$ cat src/rtl/if_fetch.sv
// Instruction fetch: PC address -> ibus request, in-order responses buffered in an instruction FIFO for decode.
// Latency: rvalid to inst_valid_o is 1 cycle (0 cycles with IF_BYPASS_EN when the FIFO is empty).
// Backpressure: pc_stall_o holds the PC unless a request is granted; issue stops once FIFO + in-flight reach DEPTH.
//
// Ports:
//   clk, rstn                      clock and asynchronous active-low reset
//   pc_i                           fetch address; forwarded unchanged on ibus_addr_o
//   hold_en_i                      bit0 = redirect/flush, bit1 = decode stall, bits 4:2 unused
//   pc_stall_o                     PC must hold this cycle (combinational from ibus_gnt_i)
//   ibus_req_o/addr_o/gnt_i        instruction-bus request channel
//   ibus_rvalid_i/rdata_i          in-order response channel
//   inst_valid_o/inst_o/instaddr_o head instruction to decode (NOP_INST / 0 when invalid)
//   id_ready_i                     decode accepts the head entry
// Optional feature macro: IF_BYPASS_EN (same-cycle forwarding of a response into an empty FIFO).

module if_fetch #(
    parameter int          DEPTH    = 2,
    parameter logic [31:0] NOP_INST = 32'h0000_0013
) (
    input  logic        clk,
    input  logic        rstn,
    input  logic [31:0] pc_i,
    input  logic [4:0]  hold_en_i,
    output logic        pc_stall_o,
    output logic        ibus_req_o,
    output logic [31:0] ibus_addr_o,
    input  logic        ibus_gnt_i,
    input  logic        ibus_rvalid_i,
    input  logic [31:0] ibus_rdata_i,
    output logic        inst_valid_o,
    output logic [31:0] inst_o,
    output logic [31:0] instaddr_o,
    input  logic        id_ready_i
);

    localparam int PW = $clog2(DEPTH);
    localparam int CW = PW + 1;

    typedef enum logic [1:0] {
        RST   = 2'd0,
        RUN   = 2'd1,
        DRAIN = 2'd2
    } state_t;

    state_t        state;
    logic [CW-1:0] outstanding;   // all in-flight requests, live and discarded
    logic [CW-1:0] fifo_cnt;      // instruction FIFO occupancy
    logic [CW-1:0] discard_cnt;   // in-flight responses still belonging to a stale path
    logic [PW-1:0] a_wr;
    logic [PW-1:0] a_rd;
    logic [PW-1:0] i_wr;
    logic [PW-1:0] i_rd;

    // Address FIFO: one entry per live in-flight request, popped by its response.
    logic [31:0] addr_mem  [DEPTH];
    logic [31:0] imem_addr [DEPTH];
    logic [31:0] imem_data [DEPTH];

    logic          flush;
    logic          dec_stall;
    logic          issue;
    logic          rsp;
    logic          live;
    logic          byp_vld;
    logic          accept;
    logic          push;
    logic          pop;
    logic          fifo_empty;
    logic [CW:0]   occupancy;
    logic [CW-1:0] out_after_rsp;
    logic          unused_hold_bits;

    assign flush            = hold_en_i[0];
    assign dec_stall        = hold_en_i[1];
    assign unused_hold_bits = ^hold_en_i[4:2];

    // Capacity check deliberately ignores a same-cycle pop so the request does
    // not depend on id_ready_i.
    assign occupancy   = {1'b0, fifo_cnt} + {1'b0, outstanding};
    assign ibus_req_o  = (state != RST) && !flush && (occupancy < (CW+1)'(DEPTH));
    assign ibus_addr_o = pc_i;
    assign issue       = ibus_req_o && ibus_gnt_i;
    assign pc_stall_o  = !issue;

    // A response with nothing outstanding (e.g. a leftover across reset) is ignored.
    assign rsp           = ibus_rvalid_i && (outstanding != '0);
    assign live          = rsp && !flush && (discard_cnt == '0);
    assign out_after_rsp = outstanding - CW'(rsp);
    assign fifo_empty    = (fifo_cnt == '0);

`ifdef IF_BYPASS_EN
    assign byp_vld = fifo_empty && live;
`else
    assign byp_vld = 1'b0;
`endif

    always_comb begin
        inst_valid_o = 1'b0;
        inst_o       = NOP_INST;
        instaddr_o   = '0;
        if (!fifo_empty) begin
            inst_valid_o = 1'b1;
            inst_o       = imem_data[i_rd];
            instaddr_o   = imem_addr[i_rd];
        end else if (byp_vld) begin
            inst_valid_o = 1'b1;
            inst_o       = ibus_rdata_i;
            instaddr_o   = addr_mem[a_rd];
        end
    end

    // Flush takes priority over consumption: nothing is popped in a flush cycle.
    assign accept = inst_valid_o && id_ready_i && !dec_stall && !flush;
    assign pop    = accept && !fifo_empty;
    // A bypassed response that decode takes right away never enters the FIFO.
    assign push   = live && !(byp_vld && accept);

    always_ff @(posedge clk or negedge rstn) begin
        if (!rstn) begin
            state       <= RST;
            outstanding <= '0;
            fifo_cnt    <= '0;
            discard_cnt <= '0;
            a_wr        <= '0;
            a_rd        <= '0;
            i_wr        <= '0;
            i_rd        <= '0;
        end else if (flush) begin
            // Everything still in flight after this cycle belongs to the old path.
            outstanding <= out_after_rsp;
            discard_cnt <= out_after_rsp;
            fifo_cnt    <= '0;
            a_wr        <= '0;
            a_rd        <= '0;
            i_wr        <= '0;
            i_rd        <= '0;
            state       <= (out_after_rsp != '0) ? DRAIN : RUN;
        end else begin
            outstanding <= out_after_rsp + CW'(issue);
            fifo_cnt    <= fifo_cnt + CW'(push) - CW'(pop);
            if (issue) a_wr <= a_wr + PW'(1);
            if (live)  a_rd <= a_rd + PW'(1);
            if (push)  i_wr <= i_wr + PW'(1);
            if (pop)   i_rd <= i_rd + PW'(1);
            if (rsp && (discard_cnt != '0)) discard_cnt <= discard_cnt - CW'(1);
            case (state)
                RST:     state <= RUN;
                RUN:     state <= RUN;
                DRAIN:   if ((discard_cnt == '0) || (rsp && (discard_cnt == CW'(1)))) state <= RUN;
                default: state <= RST;
            endcase
        end
    end

    // Storage needs no reset; occupancy is tracked by the counters above.
    always_ff @(posedge clk) begin
        if (issue) addr_mem[a_wr] <= pc_i;
        if (push) begin
            imem_addr[i_wr] <= addr_mem[a_rd];
            imem_data[i_wr] <= ibus_rdata_i;
        end
    end

endmodule
$ cat config.mk
export PLATFORM = sky130hd
export DESIGN_NAME = if_fetch
export DESIGN_NICKNAME = d
export VERILOG_FILES = /design/src/rtl/if_fetch.sv
export SDC_FILE = /design/constraint.sdc
export NUM_CORES = 1
export LEC_CHECK = 0
export ABC_CLOCK_PERIOD_IN_PS = 4450
export CAP_MARGIN = 20
export CORE_ASPECT_RATIO = 1.75
export CORE_MARGIN = 2
export CORE_UTILIZATION = 40
export CTS_BUF_LIST = sky130_fd_sc_hd__clkbuf_4
export DETAILED_ROUTE_END_ITERATION = 7
export PLACE_DENSITY = 0.68
export RECOVER_POWER = 50
export SKIP_LAST_GASP = 1
export SLEW_MARGIN = 10
export SYNTH_ARGS = -nofsm -noshare
export SYNTH_HDL_FRONTEND = slang
export SYNTH_SLANG_ARGS = --single-unit
$ cat constraint.sdc
create_clock -name clk -period 4.45 [get_ports clk]
set_input_delay 1.1125 -clock clk [delete_from_list [all_inputs] [get_ports clk]]
set_output_delay 1.1125 -clock clk [all_outputs]
set_load 0.005 [all_outputs]
==> results of run 1 <==
==> sequential cells by signal (all words and copies together), names as in the netlist <==
signal and cells:
a_rd 1, i_wr 1, imem_addr 64, fifo_cnt 2, imem_data 64, addr_mem 64
outstanding 2, state 2, i_rd 1, discard_cnt 2, a_wr 1
==> routing by layer <==
| layer | routed length [µm] | vias up | GRT usage |
|---|---|---|---|
| li1 | - | 2113 | - |
| met1 | 5349 | 2231 | 0.1357 |
| met2 | 9338 | 146 | 0.3039 |
| met3 | 688 | 32 | 0.02651 |
| met4 | 457 | 0 | 0.07075 |
| met5 | 0 | - | 0 |
==> worst max path at each step <==
stage / from / slack, ns / to
2_1_floorplan: ibus_rvalid_i / -0.19 / imem_addr[0][0]
3_3_place_gp: hold_en_i[0] / 0.61 / ibus_req_o
3_5_place_dp: hold_en_i[0] / 0.60 / ibus_req_o
4_1_cts: i_rd / 0.41 / instaddr_o[9]
5_1_grt: fifo_cnt[0] / 0.35 / pc_stall_o
6_report: fifo_cnt[0] / 0.48 / pc_stall_o
==> worst max-delay path: cells and delay by family, from the launching register on <==
| kind | cells | cell delay, ns |
|---|---|---|
| AND/OR/NAND/NOR | 2 | 0.48 |
| buffers and inverters | 1 | 0.55 |
| flip-flops | 1 | 0.42 |
| AO/OA/AOI/OAI | 1 | 0.34 |
| adder cells (fa/ha/maj) | 1 | 0.48 |
==> area by class of cell <==
class	instances	area, µm²	share of cell area
Antenna cell	1	2.502	0.0002387
Clock buffer	67	503.0	0.04798
Clock inverter	17	125.1	0.01193
Inverter	8	30.03	0.002864
Multi-Input combinational cell	213	1657	0.1580
Sequential cell	204	6070	0.5789
Tap cell	245	306.5	0.02924
Timing Repair Buffer	181	1790	0.1708
==> logic make-up after synthesis <==
group	after synthesis	synth area share
buf+inv	61	0.04579
simple gates	91	0.04797
xor+xnor	7	0.007606
mux	97	0.1254
flops	204	0.7526
compound gates	12	0.01040
fa+ha+maj	6	0.01025
==> power by group <==
part | leakage [nW] | switching [W] | total [W] | internal (W)
sequential | 1.88 | 0.0000672 | 0.00236 | 0.00230
clock | 0.371 | 0.000692 | 0.00151 | 0.000815
combinational | 1.24 | 0.000385 | 0.000755 | 0.000370
==> per-stage QoR <==
step                cell area (µm²)  utilization
finish                        10480       0.5311
global route                  10480       0.5311
CTS                           10470       0.5302
detailed placement             9837       0.4984
global placement               9837       0.4984
floorplan                      8060            -
==> cell usage after synthesis, drive strengths merged <==
master	n	area share
fa	1	0.0025
nor4b	1	0.0019
xor2	4	0.0043
o31a	2	0.0022
a32o	1	0.0012
nand3	1	0.00062
nand3b	1	0.00093
ha	5	0.0078
o21ai	3	0.0019
mux2	32	0.045
edfxtp	192	0.72
nor2b	2	0.0016
a32oi	1	0.0011
or3	1	0.00078
mux2i	65	0.081
buf	43	0.037
or3b	1	0.0011
xnor2	3	0.0033
nor2	69	0.032
nor3	3	0.0019
a21oi	2	0.0012
o211ai	1	0.00093
nor4	1	0.00078
nand2	7	0.0033
clkbuf	10	0.0047
dfrtp	12	0.037
inv	8	0.0037
o21a	2	0.0019
and2	1	0.00078
and3	1	0.00078
nand2b	2	0.0016
==> metrics.md, run 1 <==
| Metric | Value |
|---|---|
| Status | `finished with violations` |
| Failing checks | `capacitance limit, slew limit` |
| P_leak | `approximately 3.5 nW` |
| Congestion Overflow GR | `0` |
| Post-Syn Nets | `between 500 and 600` |
| Fin. Hold Viols | `0` |
| Sequential element share of the synthesized area | `0.7526` |
| Crit Path Max Fanout | `4` |
| Placed insts | `between 800 and 900` |
| Worst Hold End | `imem_addr[1][6]` |
| Critical path startpoint category | `flip-flop` |
| DR DRC count | `0` |
| Worst hold stages | `1` |
| Worst hold path class | `flip-flop to flip-flop` |
| Row count | `68` |
| Share of cells above drive strength 1 | `0.1536` |
| DRT antenna net count | `0` |
| Hold Slack | `around 0.55 ns` |
| RD Place Congestion | `about 0.77` |
| Layout Skew | `about 0.032 ns` |
| IO Pins | `~170` |
| CTS tree | `done` |
| Post-CTS Setup Inserts | `0` |
| Yosys cell types | `34` |
| Critical path type | `flip-flop to primary output` |
| TritonCTS buffer count | `46` |
| Die X-Extent | `111.3 µm` |
| Worst setup EP type | `primary output` |
| Routed wire per std cell | `16.92 µm` |
| Fill cells | `~1600` |
| CTS root buf | `clkbuf_4` |
| Gr usage total | `0.1478` |
| R2R depth | `5` |
| PostCTS Resize Cnt | `0` |
| Worst IR Drop VDD | `between 0.2 and 0.3 mV` |
| Final worst setup slack | `0.4840 ns` |
| Maxcap violations | `1` |
| Most common cell after layout, fill and taps aside | `edfxtp_1` |
| Synth Instances | `roughly 480` |
| Hold Crit Start | `addr_mem[0][6]` |
| Most frequent cells in the layout | `edfxtp_1 (192), clkdlybuf4s50_1 (102), clkbuf_4 (67), dlygate4sd3_1 (67)` |
| Initial antenna violation count | `1` |
| Vias per cell | `just under 5` |
| Htree depth | `2` |
| Crit share post-route | `0.8912` |
| CTS Sinks | `approximately 200` |
| R2r startpoint | `fifo_cnt[0]` |
| Number of global-route vias before repair | `between 5000 and 6000` |
| RSZ-0062 raised after global routing | `no` |
| Port Buffer Count | `169` |
| # setup viols final | `0` |
| Synth-to-Final Area Change | `30.07%` |
| Hold buffers post-CTS | `0` |
| Placement Setup Slack | `0.6025 ns` |
| Reg-to-reg endpoint | `addr_mem[1][7]` |
| Worst Tran Pin Value | `about 2.1 ns` |
| CP arrival | `between 2 and 3 ns` |
| Drt first pass iters | `6` |
| Nets | `734` |
| Max frequency | `approximately 250 MHz` |
| Synth Cell Area | `roughly 8000 µm²` |
| Max Transition Viols Final | `34` |
| Die Area | `between 20000 and 25000 µm²` |
| Total Wirelength | `about 16 mm` |
| Finished Layout Cells | `936` |
| Crit path largest cell delay | `between 0.5 and 0.6 ns` |
| Via count | `roughly 4500` |
| Setup TNS | `0 ns` |
| Reg clk slew, reported paths | `around 0.070 ns` |
| CP Data Required Time | `3.34 ns` |
| Tmin final | `~4.0 ns` |
| Power density cells | `roughly 440 nW/µm²` |
| Die Ht | `roughly 190 µm` |
| CP cell instances | `and2_1 > fa_1 > nor4b_2 > o21ai_0 > clkdlybuf4s50_1` |
| R2r setup slk | `between 1.5 and 2 ns` |
| Slew headroom | `-0.3909` |
| DR iter-0 viols | `approximately 110` |
| Core footprint | `~20000 µm²` |
| HPWL after detailed placement | `10.29 mm` |
| Clock latency on the worst-skew pair | `between 0.6 and 0.7 ns` |
| Design Power | `roughly 0.0046 W` |
| Starting Density | `0.4083` |
| Synth Warn # | `0` |
| First-pass GRT wire length | `around 25 mm` |
| Largest net degree at the start of global routing | `between 60 and 70` |
| Crit-path slowest cell | `clkdlybuf4s50_1` |
| Seq cells post-synth | `204` |
| Syn Area/Cell | `roughly 17 µm²` |
| Clock tree buffer depth | `3` |
Power figures use the tool's default switching activity.
==> inputs of run 2 (changes only) <==
Settings changed: CORE_MARGIN 2 to 8.
==> run 2 against run 1 <==
Against the previous run: the flow still finishes with violations (capacitance limit, slew limit); hold slack got worse by 0.0022 ns; clock skew decreased by 0.0058 ns; sequential share of layout area increased by 0.42 points; critical path depth unchanged; sequential power about the same; flip-flop and latch count unchanged.
==> metrics.md, run 2 (synthesized netlist as in run 1, its figures left out) <==
| Metric | Value |
|---|---|
| Via count | `4491 (was 4522)` |
| Row count | `68 (unchanged)` |
| Crit Path Max Fanout | `4 (unchanged)` |
| Power density cells | `431.5 nW/µm² (was 441.2 nW/µm²)` |
| Layout Skew | `0.02601 ns (was 0.03177 ns)` |
| Failing checks | `capacitance limit, slew limit (unchanged)` |
| Max frequency | `248.7 MHz (was 252.1 MHz)` |
| Sequential share of power | `0.526 (was 0.511)` |
| Worst IR Drop VDD | `0.1990 mV (was 0.2648 mV)` |
| Clock tree buffer depth | `3 (unchanged)` |
| P_leak | `3.458 nW (was 3.495 nW)` |
| Post-CTS Setup Inserts | `0 (unchanged)` |
| Die Ht | `203.8 µm (was 191.8 µm)` |
| Most frequent cells in the layout | `edfxtp_1 (192), clkdlybuf4s50_1 (103), dlygate4sd3_1 (66) (was edfxtp_1 (192), clkdlybuf4s50_1 (102), clkbuf_4 (67), dlygate4sd3_1 (67))` |
| Core footprint | `19740 µm² (unchanged)` |
| Number of global-route vias before repair | `4985 (was 5122)` |
| PostCTS Resize Cnt | `0 (unchanged)` |
| Initial antenna violation count | `1 (unchanged)` |
| RSZ-0062 raised after global routing | `no (unchanged)` |
| Critical path type | `flip-flop to primary output (unchanged)` |
| Port Buffer Count | `169 (unchanged)` |
| Status | `finished with violations (unchanged)` |
| Worst setup EP type | `primary output (unchanged)` |
| Fill cells | `1661 (was 1628)` |
| # setup viols final | `0 (unchanged)` |
| Htree depth | `2 (unchanged)` |
| R2r startpoint | `outstanding[1] (was fifo_cnt[0])` |
| Nets | `731 (was 734)` |
| DR DRC count | `0 (unchanged)` |
| Starting Density | `0.4083 (unchanged)` |
| CTS Sinks | `204 (unchanged)` |
| Switch share | `0.2565 (was 0.2473)` |
| Final core utilization | `0.5273 (was 0.5311)` |
| DR iter-0 viols | `209 (was 112)` |
| Most common cell after layout, fill and taps aside | `edfxtp_1 (unchanged)` |
| Worst Tran Pin Value | `2.093 ns (was 2.086 ns)` |
| Synth-to-Final Area Change | `29.12% (was 30.07%)` |
| CP Data Required Time | `3.34 ns (about the same)` |
| Congestion Overflow GR | `0 (unchanged)` |
| Slew headroom | `-0.3951 (was -0.3909)` |
| Vias per cell | `4.814 (was 4.831)` |
| Clock latency on the worst-skew pair | `0.63 ns (was 0.61 ns)` |
| Int Pwr | `0.003338 W (was 0.003481 W)` |
| Reg clk slew, reported paths | `0.07 ns (about the same)` |
| TritonCTS buffer count | `46 (unchanged)` |
| CTS root buf | `clkbuf_4 (unchanged)` |
| RD Place Congestion | `0.7292 (was 0.7734)` |
| IO Pins | `173 (unchanged)` |
| Switching power | `0.001152 W (was 0.001144 W)` |
| Hold Crit Start | `addr_mem[0][26] (was addr_mem[0][6])` |
| Maxcap violations | `3 (was 1)` |
| Design Power | `0.004490 W (was 0.004625 W)` |
| Routed wire per std cell | `17.99 µm (was 16.92 µm)` |
| CP Launch Point | `fifo_cnt[0] (unchanged)` |
| Drt first pass iters | `4 (was 6)` |
| Gr usage total | `0.1353 (was 0.1478)` |
| Tmin final | `4.021 ns (was 3.966 ns)` |
| First-pass GRT wire length | `26.02 mm (was 24.79 mm)` |
| CP arrival | `2.91 ns (was 2.85 ns)` |
| Clock share of power | `0.304 (was 0.326)` |
| Total Wirelength | `16.79 mm (was 15.83 mm)` |
| Die X-Extent | `123.3 µm (was 111.3 µm)` |
| Largest regs | `addr_mem x64, imem_addr x64, imem_data x64 (unchanged)` |
| Hold buffers post-CTS | `0 (unchanged)` |
| Crit share post-route | `0.9035 (was 0.8912)` |
| CTS tree | `done (unchanged)` |
| Combinational power share | `0.170 (was 0.163)` |
| Fin. Hold Viols | `0 (unchanged)` |
| Share of cells above drive strength 1 | `0.1514 (was 0.1536)` |
| Max Transition Viols Final | `86 (was 34)` |
| Worst hold path class | `flip-flop to flip-flop (unchanged)` |
| Critical path startpoint category | `flip-flop (unchanged)` |
| DRT antenna net count | `0 (unchanged)` |
| Largest net degree at the start of global routing | `42 (was 67)` |
| HPWL after detailed placement | `11.31 mm (was 10.29 mm)` |
| Die Area | `25130 µm² (was 21350 µm²)` |
==> run 2: cell types whose count changed in the layout (fill, tap and decap cells not counted), sizes merged <==
cell / before / now
dlygate4sd3: 67 / 66
clkdlybuf4s50: 102 / 103
buf: 9 / 6
clkbuf: 70 / 66
bufinv: 2 / 0
clkinv: 13 / 20
clkinvlp: 1 / 0
==> run 2: final timing paths <==
| kind | end | slack (ns) | depth (start not counted) |
|---|---|---|---|
| max in group asynchronous | i_rd | 3.06 | 1 |
| setup reg to reg | imem_addr[1][26] | 1.58 | 5 |
| min in group asynchronous | i_wr | 0.94 | 1 |
| setup / recovery | pc_stall_o | 0.43 | 5 |
| hold / removal | imem_addr[0][26] | 0.54 | 1 |
| hold reg to reg | imem_addr[0][26] | 0.54 | 1 |
==> run 2: layout make-up <==
class / count / area, µm² / share of cell area
Tap cell: 245 / 306.5 / 0.02945
Inverter: 8 / 30.03 / 0.002885
Clock buffer: 63 / 473.0 / 0.04544
Multi-Input combinational cell: 213 / 1657 / 0.1592
Timing Repair Buffer: 178 / 1780 / 0.1711
Antenna cell: 1 / 2.502 / 0.0002404
Clock inverter: 21 / 88.84 / 0.008536
Sequential cell: 204 / 6070 / 0.5832
==> run 2: critical path, cell delays in order (launching register included) <==
cell and delay [ns]:
dfrtp_1 0.43, and2_1 0.19, fa_1 0.49, nor4b_2 0.30, o21ai_0 0.34, clkdlybuf4s50_1 0.56
==> run 2: layer usage <==
metal / GRT usage / vias to the layer above / part of all wire
met4: 0.06355 / 0 / 0.027
met3: 0.04071 / 33 / 0.073
met2: 0.2660 / 144 / 0.58
li1: - / 2113 / -
met1: 0.1173 / 2201 / 0.32
met5: 0 / - / 0
==> run 2: per-stage QoR <==
| stage | hold slack (ns) | instance area [µm²] | TNS, ns | instances | setup WS (ns) |
|---|---|---|---|---|---|
| after floorplan | 0.4613 | 8060 | -23.93 | 478 | -0.1870 |
| after global placement | 0.5316 | 9827 | 0 | 847 | 0.7007 |
| after detailed placement | 0.5503 | 9854 | 0 | 848 | 0.6385 |
| after CTS | 0.5615 | 10420 | 0 | 932 | 0.5118 |
| after global routing | 0.5756 | 10410 | 0 | 933 | 0.2569 |
| final | 0.5439 | 10410 | 0 | 933 | 0.4293 |
==> run 2: power groups by stage <==
stage / sequential [W] / combinational (W) / clock (W)
4_1_cts: 0.00236 / 0.000801 / 0.00143
2_1_floorplan: 0.00238 / 0.000447 / 0
3_5_place_dp: 0.00241 / 0.000794 / 0
5_1_grt: 0.00238 / 0.000830 / 0.00152
3_3_place_gp: 0.00240 / 0.000756 / 0
6_report: 0.00236 / 0.000763 / 0.00136
